--- src/rtl/branch_target_if.sv ---
// ---------------------------------------------------------------------------
// branch_target_if
// Purpose : bundles the decode-side branch operands and the redirect/status
//           outputs of branch_target_unit into one interface.
// Modports: master - decode / pipeline control (drives operands, advance, flush)
//           slave  - branch_target_unit (drives busy, redirect, link, error)
// Signals : br_valid, br_op[2:0], imm[IMM_W], pc_plus4[ADDR_W], rs_val[32],
//           rt_val[32], advance, flush            (master -> slave)
//           busy, redirect_valid, redirect_pc[ADDR_W], link_we,
//           link_addr[ADDR_W], err_bdslot         (slave -> master)
// ---------------------------------------------------------------------------
interface branch_target_if #(
    parameter int ADDR_W = 32,
    parameter int IMM_W  = 16
);
    logic              br_valid;
    logic [2:0]        br_op;
    logic [IMM_W-1:0]  imm;
    logic [ADDR_W-1:0] pc_plus4;
    logic [31:0]       rs_val;
    logic [31:0]       rt_val;
    logic              advance;
    logic              flush;

    logic              busy;
    logic              redirect_valid;
    logic [ADDR_W-1:0] redirect_pc;
    logic              link_we;
    logic [ADDR_W-1:0] link_addr;
    logic              err_bdslot;

    modport master (
        output br_valid, br_op, imm, pc_plus4, rs_val, rt_val, advance, flush,
        input  busy, redirect_valid, redirect_pc, link_we, link_addr, err_bdslot
    );

    modport slave (
        input  br_valid, br_op, imm, pc_plus4, rs_val, rt_val, advance, flush,
        output busy, redirect_valid, redirect_pc, link_we, link_addr, err_bdslot
    );
endinterface

--- src/rtl/branch_target_unit.sv ---
// ---------------------------------------------------------------------------
// branch_target_unit
// Purpose : resolves MIPS BEQ/BNE/REGIMM-family branches, computes
//           target = pc_plus4 + (sext(imm) << SHIFT) (mod 2^ADDR_W), steps
//           through the branch delay slot and then issues a redirect to fetch.
// Ports   : clk    - rising-edge clock
//           rst_n  - asynchronous active-low reset
//           br_if  - branch_target_if.slave (operands in, redirect/status out)
// Config  : BRANCH_LINK_EN - when defined, BLTZAL/BGEZAL (ops 6/7) pulse
//           link_we on accept and link_addr = pc_plus4 + 4; when undefined
//           they resolve like BLTZ/BGEZ and link_we/link_addr are tied to 0.
//
// state    | meaning
// ---------+-----------------------------------------------------------------
// IDLE     | no branch pending; decode may present a branch
// DELAY    | taken branch captured; waiting for the delay slot to advance
// REDIRECT | redirect_valid high until the pipeline advances
// ---------------------------------------------------------------------------
module branch_target_unit #(
    parameter int ADDR_W = 32,
    parameter int IMM_W  = 16,
    parameter int SHIFT  = 2
) (
    input  logic            clk,
    input  logic            rst_n,
    branch_target_if.slave  br_if
);

    localparam logic [1:0] S_IDLE     = 2'd0;
    localparam logic [1:0] S_DELAY    = 2'd1;
    localparam logic [1:0] S_REDIRECT = 2'd2;

    logic [1:0]        state_q, state_d;
    logic [ADDR_W-1:0] redirect_pc_q, redirect_pc_d;
    logic              err_q, err_d;
    logic              link_we_q, link_we_d;

    logic [ADDR_W-1:0] imm_ext;
    logic [ADDR_W-1:0] target;
    logic              taken;
    logic              accept;

    assign imm_ext = {{(ADDR_W-IMM_W){br_if.imm[IMM_W-1]}}, br_if.imm};
    assign target  = (imm_ext << SHIFT) + br_if.pc_plus4;

    // Ops 6/7 resolve exactly like 4/5; linking only adds the link write.
    always_comb begin
        taken = 1'b0;
        case (br_if.br_op)
            3'd0:       taken = (br_if.rs_val == br_if.rt_val);
            3'd1:       taken = (br_if.rs_val != br_if.rt_val);
            3'd2:       taken = ($signed(br_if.rs_val) <= 32'sd0);
            3'd3:       taken = ($signed(br_if.rs_val) >  32'sd0);
            3'd4, 3'd6: taken = ($signed(br_if.rs_val) <  32'sd0);
            default:    taken = ($signed(br_if.rs_val) >= 32'sd0);
        endcase
    end

    assign accept = br_if.br_valid & br_if.advance & ~br_if.flush;

    always_comb begin
        state_d       = state_q;
        redirect_pc_d = redirect_pc_q;
        err_d         = 1'b0;
        link_we_d     = 1'b0;
        if (br_if.flush) begin
            state_d = S_IDLE;
        end else begin
            case (state_q)
                S_IDLE: begin
                    if (accept && taken) begin
                        state_d       = S_DELAY;
                        redirect_pc_d = target;
                    end
`ifdef BRANCH_LINK_EN
                    link_we_d = accept & (br_if.br_op[2:1] == 2'b11);
`endif
                end
                S_DELAY: begin
                    if (br_if.advance) begin
                        state_d = S_REDIRECT;
                        // A branch sitting in the delay slot is illegal; flag and drop it.
                        err_d   = br_if.br_valid;
                    end
                end
                S_REDIRECT: begin
                    if (br_if.advance) begin
                        state_d = S_IDLE;
                    end
                end
                default: state_d = S_IDLE;
            endcase
        end
    end

    always_ff @(posedge clk or negedge rst_n) begin
        if (!rst_n) begin
            state_q       <= S_IDLE;
            redirect_pc_q <= '0;
            err_q         <= 1'b0;
            link_we_q     <= 1'b0;
        end else begin
            state_q       <= state_d;
            redirect_pc_q <= redirect_pc_d;
            err_q         <= err_d;
            link_we_q     <= link_we_d;
        end
    end

    assign br_if.busy           = (state_q != S_IDLE);
    assign br_if.redirect_valid = (state_q == S_REDIRECT);
    assign br_if.redirect_pc    = redirect_pc_q;
    assign br_if.err_bdslot     = err_q;
    assign br_if.link_we        = link_we_q;

`ifdef BRANCH_LINK_EN
    assign br_if.link_addr = br_if.pc_plus4 + ADDR_W'(4);
`else
    assign br_if.link_addr = '0;
`endif

endmodule

--- src/flat_wrapper.sv ---
// flat-port wrapper written by rule: the top's interface ports become plain ports
module branch_target_unit_flat 
#(
    parameter int ADDR_W = 32,
    parameter int IMM_W  = 16,
    parameter int SHIFT  = 2
)
  (clk, rst_n, br_if_br_valid, br_if_br_op, br_if_imm, br_if_pc_plus4, br_if_rs_val, br_if_rt_val, br_if_advance, br_if_flush, br_if_busy, br_if_redirect_valid, br_if_redirect_pc, br_if_link_we, br_if_link_addr, br_if_err_bdslot);
  branch_target_if #(.ADDR_W(ADDR_W), .IMM_W(IMM_W)) br_if_i ();
  input  logic clk;
  input  logic rst_n;
  input wire logic [$bits(br_if_i.br_valid)-1:0] br_if_br_valid;
  input wire logic [$bits(br_if_i.br_op)-1:0] br_if_br_op;
  input wire logic [$bits(br_if_i.imm)-1:0] br_if_imm;
  input wire logic [$bits(br_if_i.pc_plus4)-1:0] br_if_pc_plus4;
  input wire logic [$bits(br_if_i.rs_val)-1:0] br_if_rs_val;
  input wire logic [$bits(br_if_i.rt_val)-1:0] br_if_rt_val;
  input wire logic [$bits(br_if_i.advance)-1:0] br_if_advance;
  input wire logic [$bits(br_if_i.flush)-1:0] br_if_flush;
  output wire logic [$bits(br_if_i.busy)-1:0] br_if_busy;
  output wire logic [$bits(br_if_i.redirect_valid)-1:0] br_if_redirect_valid;
  output wire logic [$bits(br_if_i.redirect_pc)-1:0] br_if_redirect_pc;
  output wire logic [$bits(br_if_i.link_we)-1:0] br_if_link_we;
  output wire logic [$bits(br_if_i.link_addr)-1:0] br_if_link_addr;
  output wire logic [$bits(br_if_i.err_bdslot)-1:0] br_if_err_bdslot;
  assign br_if_i.br_valid = br_if_br_valid;
  assign br_if_i.br_op = br_if_br_op;
  assign br_if_i.imm = br_if_imm;
  assign br_if_i.pc_plus4 = br_if_pc_plus4;
  assign br_if_i.rs_val = br_if_rs_val;
  assign br_if_i.rt_val = br_if_rt_val;
  assign br_if_i.advance = br_if_advance;
  assign br_if_i.flush = br_if_flush;
  assign br_if_busy = br_if_i.busy;
  assign br_if_redirect_valid = br_if_i.redirect_valid;
  assign br_if_redirect_pc = br_if_i.redirect_pc;
  assign br_if_link_we = br_if_i.link_we;
  assign br_if_link_addr = br_if_i.link_addr;
  assign br_if_err_bdslot = br_if_i.err_bdslot;
  branch_target_unit #(.ADDR_W(ADDR_W), .IMM_W(IMM_W), .SHIFT(SHIFT)) u_core (.clk(clk), .rst_n(rst_n), .br_if(br_if_i));
endmodule
--- config.mk ---
export PLATFORM = sky130hd
export DESIGN_NAME = branch_target_unit_flat
export DESIGN_NICKNAME = d
export VERILOG_FILES = /design/src/rtl/branch_target_if.sv /design/src/rtl/branch_target_unit.sv /design/src/flat_wrapper.sv
export SDC_FILE = /design/constraint.sdc
export NUM_CORES = 1
export LEC_CHECK = 0
export ABC_AREA = 1
export CAP_MARGIN = 20
export CORE_MARGIN = 5
export CORE_UTILIZATION = 35
export CTS_CLUSTER_SIZE = 10
export DETAILED_ROUTE_END_ITERATION = 10
export GPL_TIMING_DRIVEN = 0
export PLACE_DENSITY = 0.68
export SYNTH_ARGS = -nofsm -noshare
export SYNTH_HDL_FRONTEND = slang
export SYNTH_SLANG_ARGS = --single-unit
--- constraint.sdc ---
create_clock -name clk -period 3 [get_ports clk]
set_input_delay 0.45 -clock clk [delete_from_list [all_inputs] [get_ports clk]]
set_output_delay 0.45 -clock clk [all_outputs]
set_load 0.05 [all_outputs]
### Yosys cells after proc, flatten, opt, wreduce, memory -nomap -nowiden

Index checks and enable logic that the tools add are counted.

* word-level logic and storage cells: 39
* memories: 0
* output and inout port bits: 68
* memory bits (writable): 0
* bits in registers: 35
* bits of input ports: 120
* memory bits (read-only): 0
* latch bits: 0

* add/sub/neg operators: 1
* bitwise logic cells: 3
* reduce and logical (&&, ||, !) cells: 7
* order comparisons: 4
* multipliers: 0
* equal/unequal tests: 12
* divide/modulo/power cells: 0
* muxes and demuxes: 9
* shift-type cells: 0

Operators with widths (count)
* adder 32 bit: 1
* == test 32 bit: 1
* >= comparator 32 x 1 -> 1 bit, second input constant: 1
* > comparator 32 x 1 -> 1 bit, second input constant: 1
* less-or-equal comparator 32 x 1 -> 1 bit, second input constant: 1
* < comparator 32 x 1 -> 1 bit, second input constant: 1
* != test 32 bit: 1
* 2-to-1 mux 2 bit: 4
* == test 3 x 2 -> 1 bit, second input constant: 2
* == test 3 bit, second input constant: 2
* != test 3 bit, second input constant: 2
* case mux 2 bit (3 select lines): 1
* AND reduction 3 bit: 2
* case mux 1 bit (5 select lines): 1
* == test 3 x 1 -> 1 bit, second input constant: 1
* logical NOT 3 bit: 1
* 2-to-1 mux 1 bit: 3
* != test 3 x 2 -> 1 bit, second input constant: 1
* AND 1 bit: 2
* == test 2 x 1 -> 1 bit, second input constant: 1
* == test 2 bit, second input constant: 1
* logical NOT 2 bit: 1
* nonzero test 2 bit: 1
* OR reduction 2 bit: 1
* 2 further kinds: 2

### Longest topological paths before layout

Gate-level depths: netlist of the first run.

* word-level depth: 7
* depth in mapped cells: 16
* mapped depth without buffers: 16

### Worst setup path after synthesis of the first run

No wires, ideal clock.

* path type: input to register
* start: in br_if_pc_plus4[2]
* end: reg u_core.redirect_pc_q[30] (netlist: u_core.br_if.redirect_pc[30])
* slack: 0.932 ns
* path buffers: 0
* library setup time: 0.066 ns
* arrival time: 2.001 ns
* data required time: 2.934 ns
* stages on the path: 16
* cells stage by stage: ha_1 > inv_1 > fa_1 > inv_1 > nand3_1 > nand2_1 > nand2_1 > nand2_1 > nand2_1 > nand2_1 > nand2_1 > nand2_1 > nand2_1 > nand2_1 > nand4_1 > nand2_1

* longest elaborated chain between the ends: 1

Ends and longest elaborated chain
* from (decl): line flat_wrapper.sv:15 `input wire logic [$bits(br_if_i.pc_plus4)-1:0] br_if_pc_plus4;`
* adder 32 bit: line branch_target_unit.sv:44 `assign target = (imm_ext << SHIFT) + br_if.pc_plus4;`
* to (signal assigned): line branch_target_unit.sv:104 `redirect_pc_q <= redirect_pc_d;`
* to (decl): line branch_target_unit.sv:34 `logic [ADDR_W-1:0] redirect_pc_q, redirect_pc_d;`

No other way between the ends.
A chain may end at the register's enable or synchronous reset.

### Final worst setup path of the first run

Same ends and word-level chain as after synthesis.

==> results.json, run 1 <==
{
  "status": "complete, no violations",
  "worst_pin_slew_ps": 794,
  "antenna_found_initial": 0,
  "synth_area_mm2": 0.00470,
  "cts_setup_buffers": 0,
  "fin_crit_ps": 2770,
  "gp_congestion": 0.910,
  "clk_latency_ps": 270,
  "cts.clk_slew.worst_paths_ps": 50,
  "grt_overflow_total": 0,
  "numCtsBuffers": 5,
  "synthArstFlopShare": 1.00,
  "die_w_um": 126,
  "post_synth.cell_area_avg_um2": 5.66,
  "fmax_mhz": 360,
  "post_drt_wl_per_cell_um": 12.0,
  "post-place-cells": 1193,
  "vias_per_cell": 4.48,
  "dr.pass1.iters": 4,
  "nets": 1174,
  "rsz0062_at_grt": "no",
  "cp_max_fo": 4,
  "irDropWorstVdd_uv": 279,
  "relSlewSlack": 0.468,
  "grt_pass1_wl_mm": 23.5,
  "slew_viol_final": 0,
  "area_growth_pct": 42.7,
  "clock-root-buffer": "clkbuf_16",
  "powerDensity_mw_per_mm2": 434,
  "dieArea_mm2": 0.0158,
  "ys_ff_latch": 35,
  "ys_types": 29,
  "p_leak_nw": 3.70,
  "ctsHtreeMaxLevel": 2,
  "cts_sinks": 35,
  "cp-end-kind": "flop",
  "arrival_ps": 2990,
  "vias": 5372,
  "chipHeight_um": 126,
  "drc": 0,
  "grt_pass1_vias": 4965,
  "post-route-util": 0.508,
  "yosysSeqAreaShare": 0.186,
  "start_util": 0.356,
  "yosys_warnings": 0,
  "clock_tree.buffer_depth": 2,
  "num_antenna_cells": 0,
  "grt_max_degree": 36,
  "cts_resized": 0,
  "routed_wirelength_mm": 14.4,
  "placed_cell_area_mm2": 0.00658,
  "rows": 42,
  "dp_hpwl_mm": 12.5,
  "synth_cells": 831,
  "ant_nets": 0,
  "io_pins": 188,
  "cts_tree": "yes",
  "portBuffers": 154,
  "finalHoldViolCount": 0,
  "fin_cells": 1199,
  "core_mm2": 0.0132,
  "setup_viol": 0,
  "grt.total_usage": 0.176,
  "startpoint_type": "input port",
  "cp.required_ps": 3210,
  "drive_gt1_frac": 0.0489,
  "fin_area_mm2": 0.00671,
  "period_share": 0.925,
  "cap_violations": 0,
  "min_path_type": "input port to async pin",
  "drtIter0Drc": 254,
  "synth_ff_type": "dfrtp_1",
  "cts_hold_buffers": 0,
  "fill_cells": 1378,
  "fin_skew_ps": 3.20,
  "crit_type": "input port to flop",
  "synth_edf_count": 0
}
## report_power, final
| group | leakage (nW) | switching, W | internal [W] |
|---|---|---|---|
| clock network | 0.0628 | 0.000172 | 0.000298 |
| logic | 3.19 | 0.00114 | 0.000622 |
| registers | 0.452 | 0.0000727 | 0.000606 |
| total | 3.70 | 0.00138 | 0.00153 |
## per-stage QoR
step	setup TNS (ps)	hold slack [ps]	setup WS, ps	total power (W)
6_report	0	255	226	0.00291
5_1_grt	0	336	26.4	0.00309
4_1_cts	0	278	252	0.00292
3_5_place_dp	-13.9	458	-13.9	0.00244
3_3_place_gp	-3.59	453	-3.59	0.00244
2_1_floorplan	0	154	932	0.00180
## path summary, 6_finish.rpt
path                                              start                            to  slack (ps)  depth (start not counted)
max                                   br_if_pc_plus4[2]  u_core.br_if.redirect_pc[30]         230                         17
min                                               rst_n   u_core.br_if.redirect_pc[2]         250                          1
max reg2reg                           u_core.state_q[0]  u_core.br_if.redirect_pc[19]        1080                          5
min reg2reg                u_core.br_if.redirect_pc[17]  u_core.br_if.redirect_pc[17]         470                          2
max in group asynchronous                         rst_n  u_core.br_if.redirect_pc[18]        2250                          1
min in group clk           u_core.br_if.redirect_pc[17]  u_core.br_if.redirect_pc[17]         470                          2
## cell families (layout without fill, tap and decap cells)
kind of cell / count (synthesis) / count (layout) / share of synthesized area
adder cells (fa/ha/maj): 30 / 30 / 0.0815
flip-flops: 35 / 35 / 0.186
other: 1 / 33 / 0.000798
buffers and inverters: 174 / 334 / 0.171
AO/OA/AOI/OAI: 51 / 51 / 0.0583
AND/OR/NAND/NOR: 515 / 515 / 0.456
XOR/XNOR: 25 / 25 / 0.0466
## placed cells by master, fill, tap and decap left out, drive strengths merged
cell type,netlist,final
clkbuf,6,12
dfrtp,35,35
nor3,2,2
ha,29,29
and2,3,3
o31ai,1,1
nor4,1,1
inv,129,129
a21boi,1,1
o21bai,5,5
xor2,13,13
conb,1,33
fa,1,1
clkdlybuf4s50,0,153
or2,2,2
nand3b,2,2
o21ai,14,14
xnor2,12,12
nand2,341,341
nand4,49,49
a21oi,29,29
buf,39,40
nor2,79,79
nand3,36,36
a31oi,1,1
## layer usage
metal  wire length, µm  GRT usage
met1              6760      0.242
met2              6650      0.301
met3               800     0.0207
met4               171     0.0341
met5                 0          0
## layout make-up
cell class                      count  area [µm²]  area share
Inverter                          129         484      0.0722
Sequential cell                    35         876       0.131
Buffer                             45         319      0.0476
Clock buffer                        6         129      0.0192
Timing Repair Buffer              154        1540       0.229
Multi-Input combinational cell    654        3140       0.468
Tap cell                          176         220      0.0328
## sequential cells by signal, indices dropped and copies added, names as in the netlist
register,cells
u_core.br_if.err_bdslot,1
u_core.br_if.redirect_pc,32
u_core.state_q,2
## cells in the mapped netlist (12+ instances only)
master,instances,area (µm²)
buf_4,33,248
xor2_1,13,114
ha_1,29,363
nand3_1,35,175
dfrtp_1,35,876
inv_1,128,480
nand4_1,49,307
nand2_1,340,1280
a21oi_1,29,145
o21ai_0,14,70.1
xnor2_1,12,105
nor2_1,79,297
## worst max-delay path: stages
cell,delay [ps]
clkdlybuf4s50_1,460
ha_1,260
inv_1,100
fa_1,410
inv_1,120
nand3_1,70
nand2_1,130
nand2_1,60
nand2_1,150
nand2_1,70
nand2_1,130
nand2_1,90
nand2_1,60
nand2_1,40
nand2_1,140
nand4_1,130
nand2_1,90
Note: power is estimated with default switching activity, not from simulation.
==> run 2, diff against run 1 <==
SLEW_MARGIN = 15   (was default)
==> results.json, run 2 (synthesized netlist as in run 1, its figures left out) <==
{
  "ctsHtreeMaxLevel": 2,
  "antenna_found_initial": 0,
  "crit_type": "input port to flop",
  "cts.clk_slew.worst_paths_ps": 50,
  "fin_area_mm2": 0.00674,
  "post_drt_wl_per_cell_um": 12.0,
  "hold_path_depth": 2,
  "dr.pass1.iters": 5,
  "arrival_ps": 2950,
  "post-place-cells": 1194,
  "clock_tree.buffer_depth": 2,
  "vias": 5356,
  "cts_tree": "yes",
  "drc": 0,
  "grt_pass1_wl_mm": 23.5,
  "area_growth_pct": 43.5,
  "clk_latency_ps": 270,
  "period_share": 0.914,
  "cp.required_ps": 3210,
  "pre_cts_ws_ps": -12.8,
  "slew_viol_final": 0,
  "hold_end": "u_core.br_if.redirect_pc[21]",
  "final_cell_mix": "nand2_1, clkdlybuf4s50_1, inv_1",
  "drive_gt1_frac": 0.0506,
  "p_leak_nw": 3.72,
  "reg2regPathDepth": 5,
  "drtIter0Drc": 296,
  "path_cells": "clkdlybuf4s50_1 -> ha_1 -> inv_1 -> fa_1 -> inv_1 -> nand3_1 -> nand2_1 -> nand2_1 -> nand2_1 -> nand2_1 -> nand2_1 -> nand2_1 -> nand2_1 -> nand2_1 -> nand2_1 -> nand4_1 -> nand2_1",
  "regToRegSetupSlack_ps": 1050,
  "cp_max_fo": 4,
  "dieArea_mm2": 0.0158,
  "finalHoldViolCount": 0,
  "hp-start": "u_core.br_if.redirect_pc[21]",
  "core_mm2": 0.0132,
  "numCtsBuffers": 5,
  "cpPeakStageDelay_ps": 460,
  "ff_latch_area_um2": 876,
  "nets": 1176,
  "vias_per_cell": 4.45,
  "relSlewSlack": 0.456,
  "min_path_type": "flop to flop",
  "crit_top_cell": "nand2_1",
  "fill_cells": 1370,
  "cts_resized": 0,
  "final_common_cell": "nand2_1",
  "r2r_start": "u_core.state_q[0]",
  "startpoint_type": "input port",
  "ant_nets": 0,
  "routed_wirelength_mm": 14.4,
  "largest_reg_flops": 32,
  "cp-end-kind": "flop",
  "multiInputGateArea_mm2": 0.00314,
  "setup_ws_ps": 258,
  "rows": 42,
  "powerDensity_mw_per_mm2": 434,
  "status": "complete, no violations",
  "placed_cell_area_mm2": 0.00660,
  "grt.total_usage": 0.175,
  "fmax_mhz": 365,
  "chipHeight_um": 126,
  "fin_crit_ps": 2740,
  "portBuffers": 154,
  "cts_hold_buffers": 1,
  "start_util": 0.356,
  "gp_congestion": 0.910,
  "num_antenna_cells": 0,
  "grt_max_degree": 34,
  "io_pins": 188,
  "cts_setup_buffers": 0,
  "die_w_um": 126,
  "finalHoldWorstSlack_ps": 471,
  "cts_sinks": 35,
  "fin_cells": 1203,
  "grt_pass1_vias": 5022,
  "worst_pin_slew_ps": 813,
  "irDropWorstVdd_uv": 230,
  "cap_violations": 0,
  "critPathSlowestCell": "clkdlybuf4s50_1",
  "r2r-end": "u_core.br_if.redirect_pc[19]",
  "p_total_w": 0.00292,
  "grt_overflow_total": 0,
  "dp_hpwl_mm": 12.6,
  "setup_viol": 0,
  "clock-root-buffer": "clkbuf_16",
  "fin_skew_ps": 6.15,
  "rsz0062_at_grt": "no"
}
==> run 2: cell types whose count changed in the layout (fill, tap and decap cells not counted), sizes merged <==
cell,previous run,this run
buf,40,41
clkbuf,12,13
clkinv,0,1
dlygate4sd3,0,1
==> run 2: where the power goes <==
group,switching (W),total (W),internal (W),leakage [nW]
clock network,0.000177,0.000483,0.000306,0.0679
registers,0.0000751,0.000682,0.000606,0.452
logic,0.00114,0.00176,0.000625,3.20
total,0.00139,0.00292,0.00154,3.72
==> run 2: worst max-delay path, delay by kind of cell <==
| family | cells | cell delay [ps] |
|---|---|---|
| AND/OR/NAND/NOR | 12 | 1160 |
| buffers and inverters | 3 | 670 |
| adder cells (fa/ha/maj) | 2 | 650 |
==> run 2: worst max path at each step <==
stage                      startpoint                      endpoint
CTS                 br_if_pc_plus4[2]  u_core.br_if.redirect_pc[30]
detailed placement  br_if_pc_plus4[2]  u_core.br_if.redirect_pc[30]
floorplan           br_if_pc_plus4[2]  u_core.br_if.redirect_pc[30]
global placement    br_if_pc_plus4[2]  u_core.br_if.redirect_pc[30]
finish              br_if_pc_plus4[2]  u_core.br_if.redirect_pc[30]
global route        br_if_pc_plus4[2]  u_core.br_if.redirect_pc[30]
==> run 2: layout make-up <==
type / instances / share of cell area
buffer: 45 / 0.0473
clock buffer: 7 / 0.0197
clock inverter: 1 / 0.000742
inverter: 129 / 0.0718
multi-input combinational: 654 / 0.466
sequential: 35 / 0.130
tap: 176 / 0.0327
timing repair buffer: 156 / 0.232
==> run 2: metrics by stage <==
step | setup TNS, ps | utilization
floorplan | 0 | -
global placement | -3.59 | 0.499
detailed placement | -12.8 | 0.500
CTS | 0 | 0.511
global route | 0 | 0.511
finish | 0 | 0.511
==> run 2: layer usage <==
layer  wire [µm]  share of wire  track usage  vias up
li1            -              -            -     2922
met1        6850           0.47        0.239     2282
met2        6750           0.47        0.308      145
met3         766          0.053       0.0212        7
met4          67         0.0046       0.0189        0
met5           0              0            0        -
==> run 3, diff against run 2 <==
CORE_UTILIZATION = 30   (was 35)
HOLD_SLACK_MARGIN = 0.1   (was default)
PLACE_DENSITY = 0.57   (was 0.68)
==> results.json, run 3 (synthesized netlist as in run 1, its figures left out) <==
{
  "status": "complete, no violations",
  "worst_pin_slew_ps": 731,
  "start_util": 0.308,
  "routed_wirelength_mm": 15.4,
  "ctsHtreeMaxLevel": 2,
  "finalHoldViolCount": 0,
  "min_path_type": "flop to flop",
  "irDropWorstVdd_uv": 227,
  "reg2regPathDepth": 5,
  "crit_end": "u_core.br_if.redirect_pc[30]",
  "final_common_cell": "nand2_1",
  "drive_gt1_frac": 0.0526,
  "placed_cell_area_mm2": 0.00665,
  "setup_ws_ps": 234,
  "dr.pass1.iters": 5,
  "regToRegSetupSlack_ps": 1020,
  "dieArea_mm2": 0.0183,
  "powerDensity_mw_per_mm2": 446,
  "ant_nets": 0,
  "die_w_um": 135,
  "p_total_w": 0.00305,
  "nets": 1176,
  "setup_viol": 0,
  "portBuffers": 154,
  "numCtsBuffers": 5,
  "cts.clk_slew.worst_paths_ps": 60,
  "chipHeight_um": 135,
  "gp_congestion": 0.888,
  "fin_crit_ps": 2770,
  "relSlewSlack": 0.510,
  "clock-root-buffer": "clkbuf_16",
  "r2r_start": "u_core.state_q[0]",
  "period_share": 0.922,
  "fin_skew_ps": 4.66,
  "area_growth_pct": 45.3,
  "grt_pass1_vias": 5074,
  "core_mm2": 0.0153,
  "p_leak_nw": 3.74,
  "vias": 5377,
  "post_drt_wl_per_cell_um": 12.4,
  "cp_max_fo": 4,
  "grt.total_usage": 0.163,
  "grt_max_degree": 22,
  "vias_per_cell": 4.34,
  "fin_cells": 1238,
  "post-place-cells": 1229,
  "pre_cts_ws_ps": -30.5,
  "fmax_mhz": 362,
  "clock_tree.buffer_depth": 2,
  "rows": 45,
  "largest_reg_flops": 32,
  "fill_cells": 1652,
  "antenna_found_initial": 0,
  "drtIter0Drc": 274,
  "cts_tree": "yes",
  "setup.worst_path.start": "br_if_pc_plus4[2]",
  "startpoint_type": "input port",
  "dp_hpwl_mm": 13.5,
  "crit_type": "input port to flop",
  "io_pins": 188,
  "arrival_ps": 2980,
  "cp-end-kind": "flop",
  "cts_sinks": 35,
  "cp.required_ps": 3220,
  "clk_latency_ps": 280,
  "fin_area_mm2": 0.00683,
  "rsz0062_at_grt": "no",
  "r2r-end": "u_core.br_if.redirect_pc[19]",
  "grt_pass1_wl_mm": 24.7,
  "num_antenna_cells": 0,
  "grt_overflow_total": 0,
  "cap_violations": 0,
  "final_cell_mix": "nand2_1, clkdlybuf4s50_1, inv_1",
  "slew_viol_final": 0,
  "drc": 0
}
[run 3: repair_timing]
action                    4_1_cts  5_1_grt
resized for setup               0        0
hold endpoints to repair       10        0
setup buffers                   0        0
hold buffers                    1        0
[run 3: layout make-up]
type,count,area (µm²),area share
tap,211,264,0.0387
buffer,45,319,0.0467
clock inverter,3,43.8,0.00641
sequential,35,876,0.128
clock buffer,5,125,0.0183
inverter,129,484,0.0709
multi-input combinational,654,3140,0.460
timing repair buffer,156,1570,0.231
[run 3: power by group]
part	leakage (nW)	switching [W]	internal, W
registers	0.452	0.0000812	0.000606
clock network	0.0838	0.000201	0.000392
logic	3.20	0.00114	0.000626
[run 3: how the worst min path moves through the flow]
stage                                       startpoint                            to  cells after the start
after floorplan                                  rst_n       u_core.br_if.err_bdslot                      0
final                     u_core.br_if.redirect_pc[30]  u_core.br_if.redirect_pc[30]                      2
after global routing      u_core.br_if.redirect_pc[18]  u_core.br_if.redirect_pc[18]                      2
after CTS                 u_core.br_if.redirect_pc[30]  u_core.br_if.redirect_pc[30]                      2
after global placement     u_core.br_if.redirect_pc[7]   u_core.br_if.redirect_pc[7]                      2
after detailed placement                         rst_n   u_core.br_if.redirect_pc[1]                      1
[run 3: worst max-delay path, cell delays in order]
cell and delay, ps:
clkdlybuf4s50_1 460, ha_1 260, inv_1 100, fa_1 420, inv_1 110, nand3_1 70
nand2_1 150, nand2_1 70, nand2_1 180, nand2_1 70, nand2_1 130, nand2_1 90
nand2_1 60, nand2_1 40, nand2_1 130, nand4_1 110, nand2_1 80
[run 3: stage by stage]
stage / TNS, ps / hold slack (ps) / utilization
2_1_floorplan: 0 / 154 / -
3_3_place_gp: -23.7 / 453 / 0.434
3_5_place_dp: -30.5 / 398 / 0.436
4_1_cts: 0 / 473 / 0.447
5_1_grt: 0 / 486 / 0.447
6_report: 0 / 471 / 0.447
[run 3: per-layer routing]
layer	vias to the layer above	share of wire	global-route usage
met4	0	0.0037	0.0218
met5	-	0	0
met1	2316	0.48	0.232
met3	4	0.054	0.0186
li1	2919	-	-
met2	138	0.46	0.274
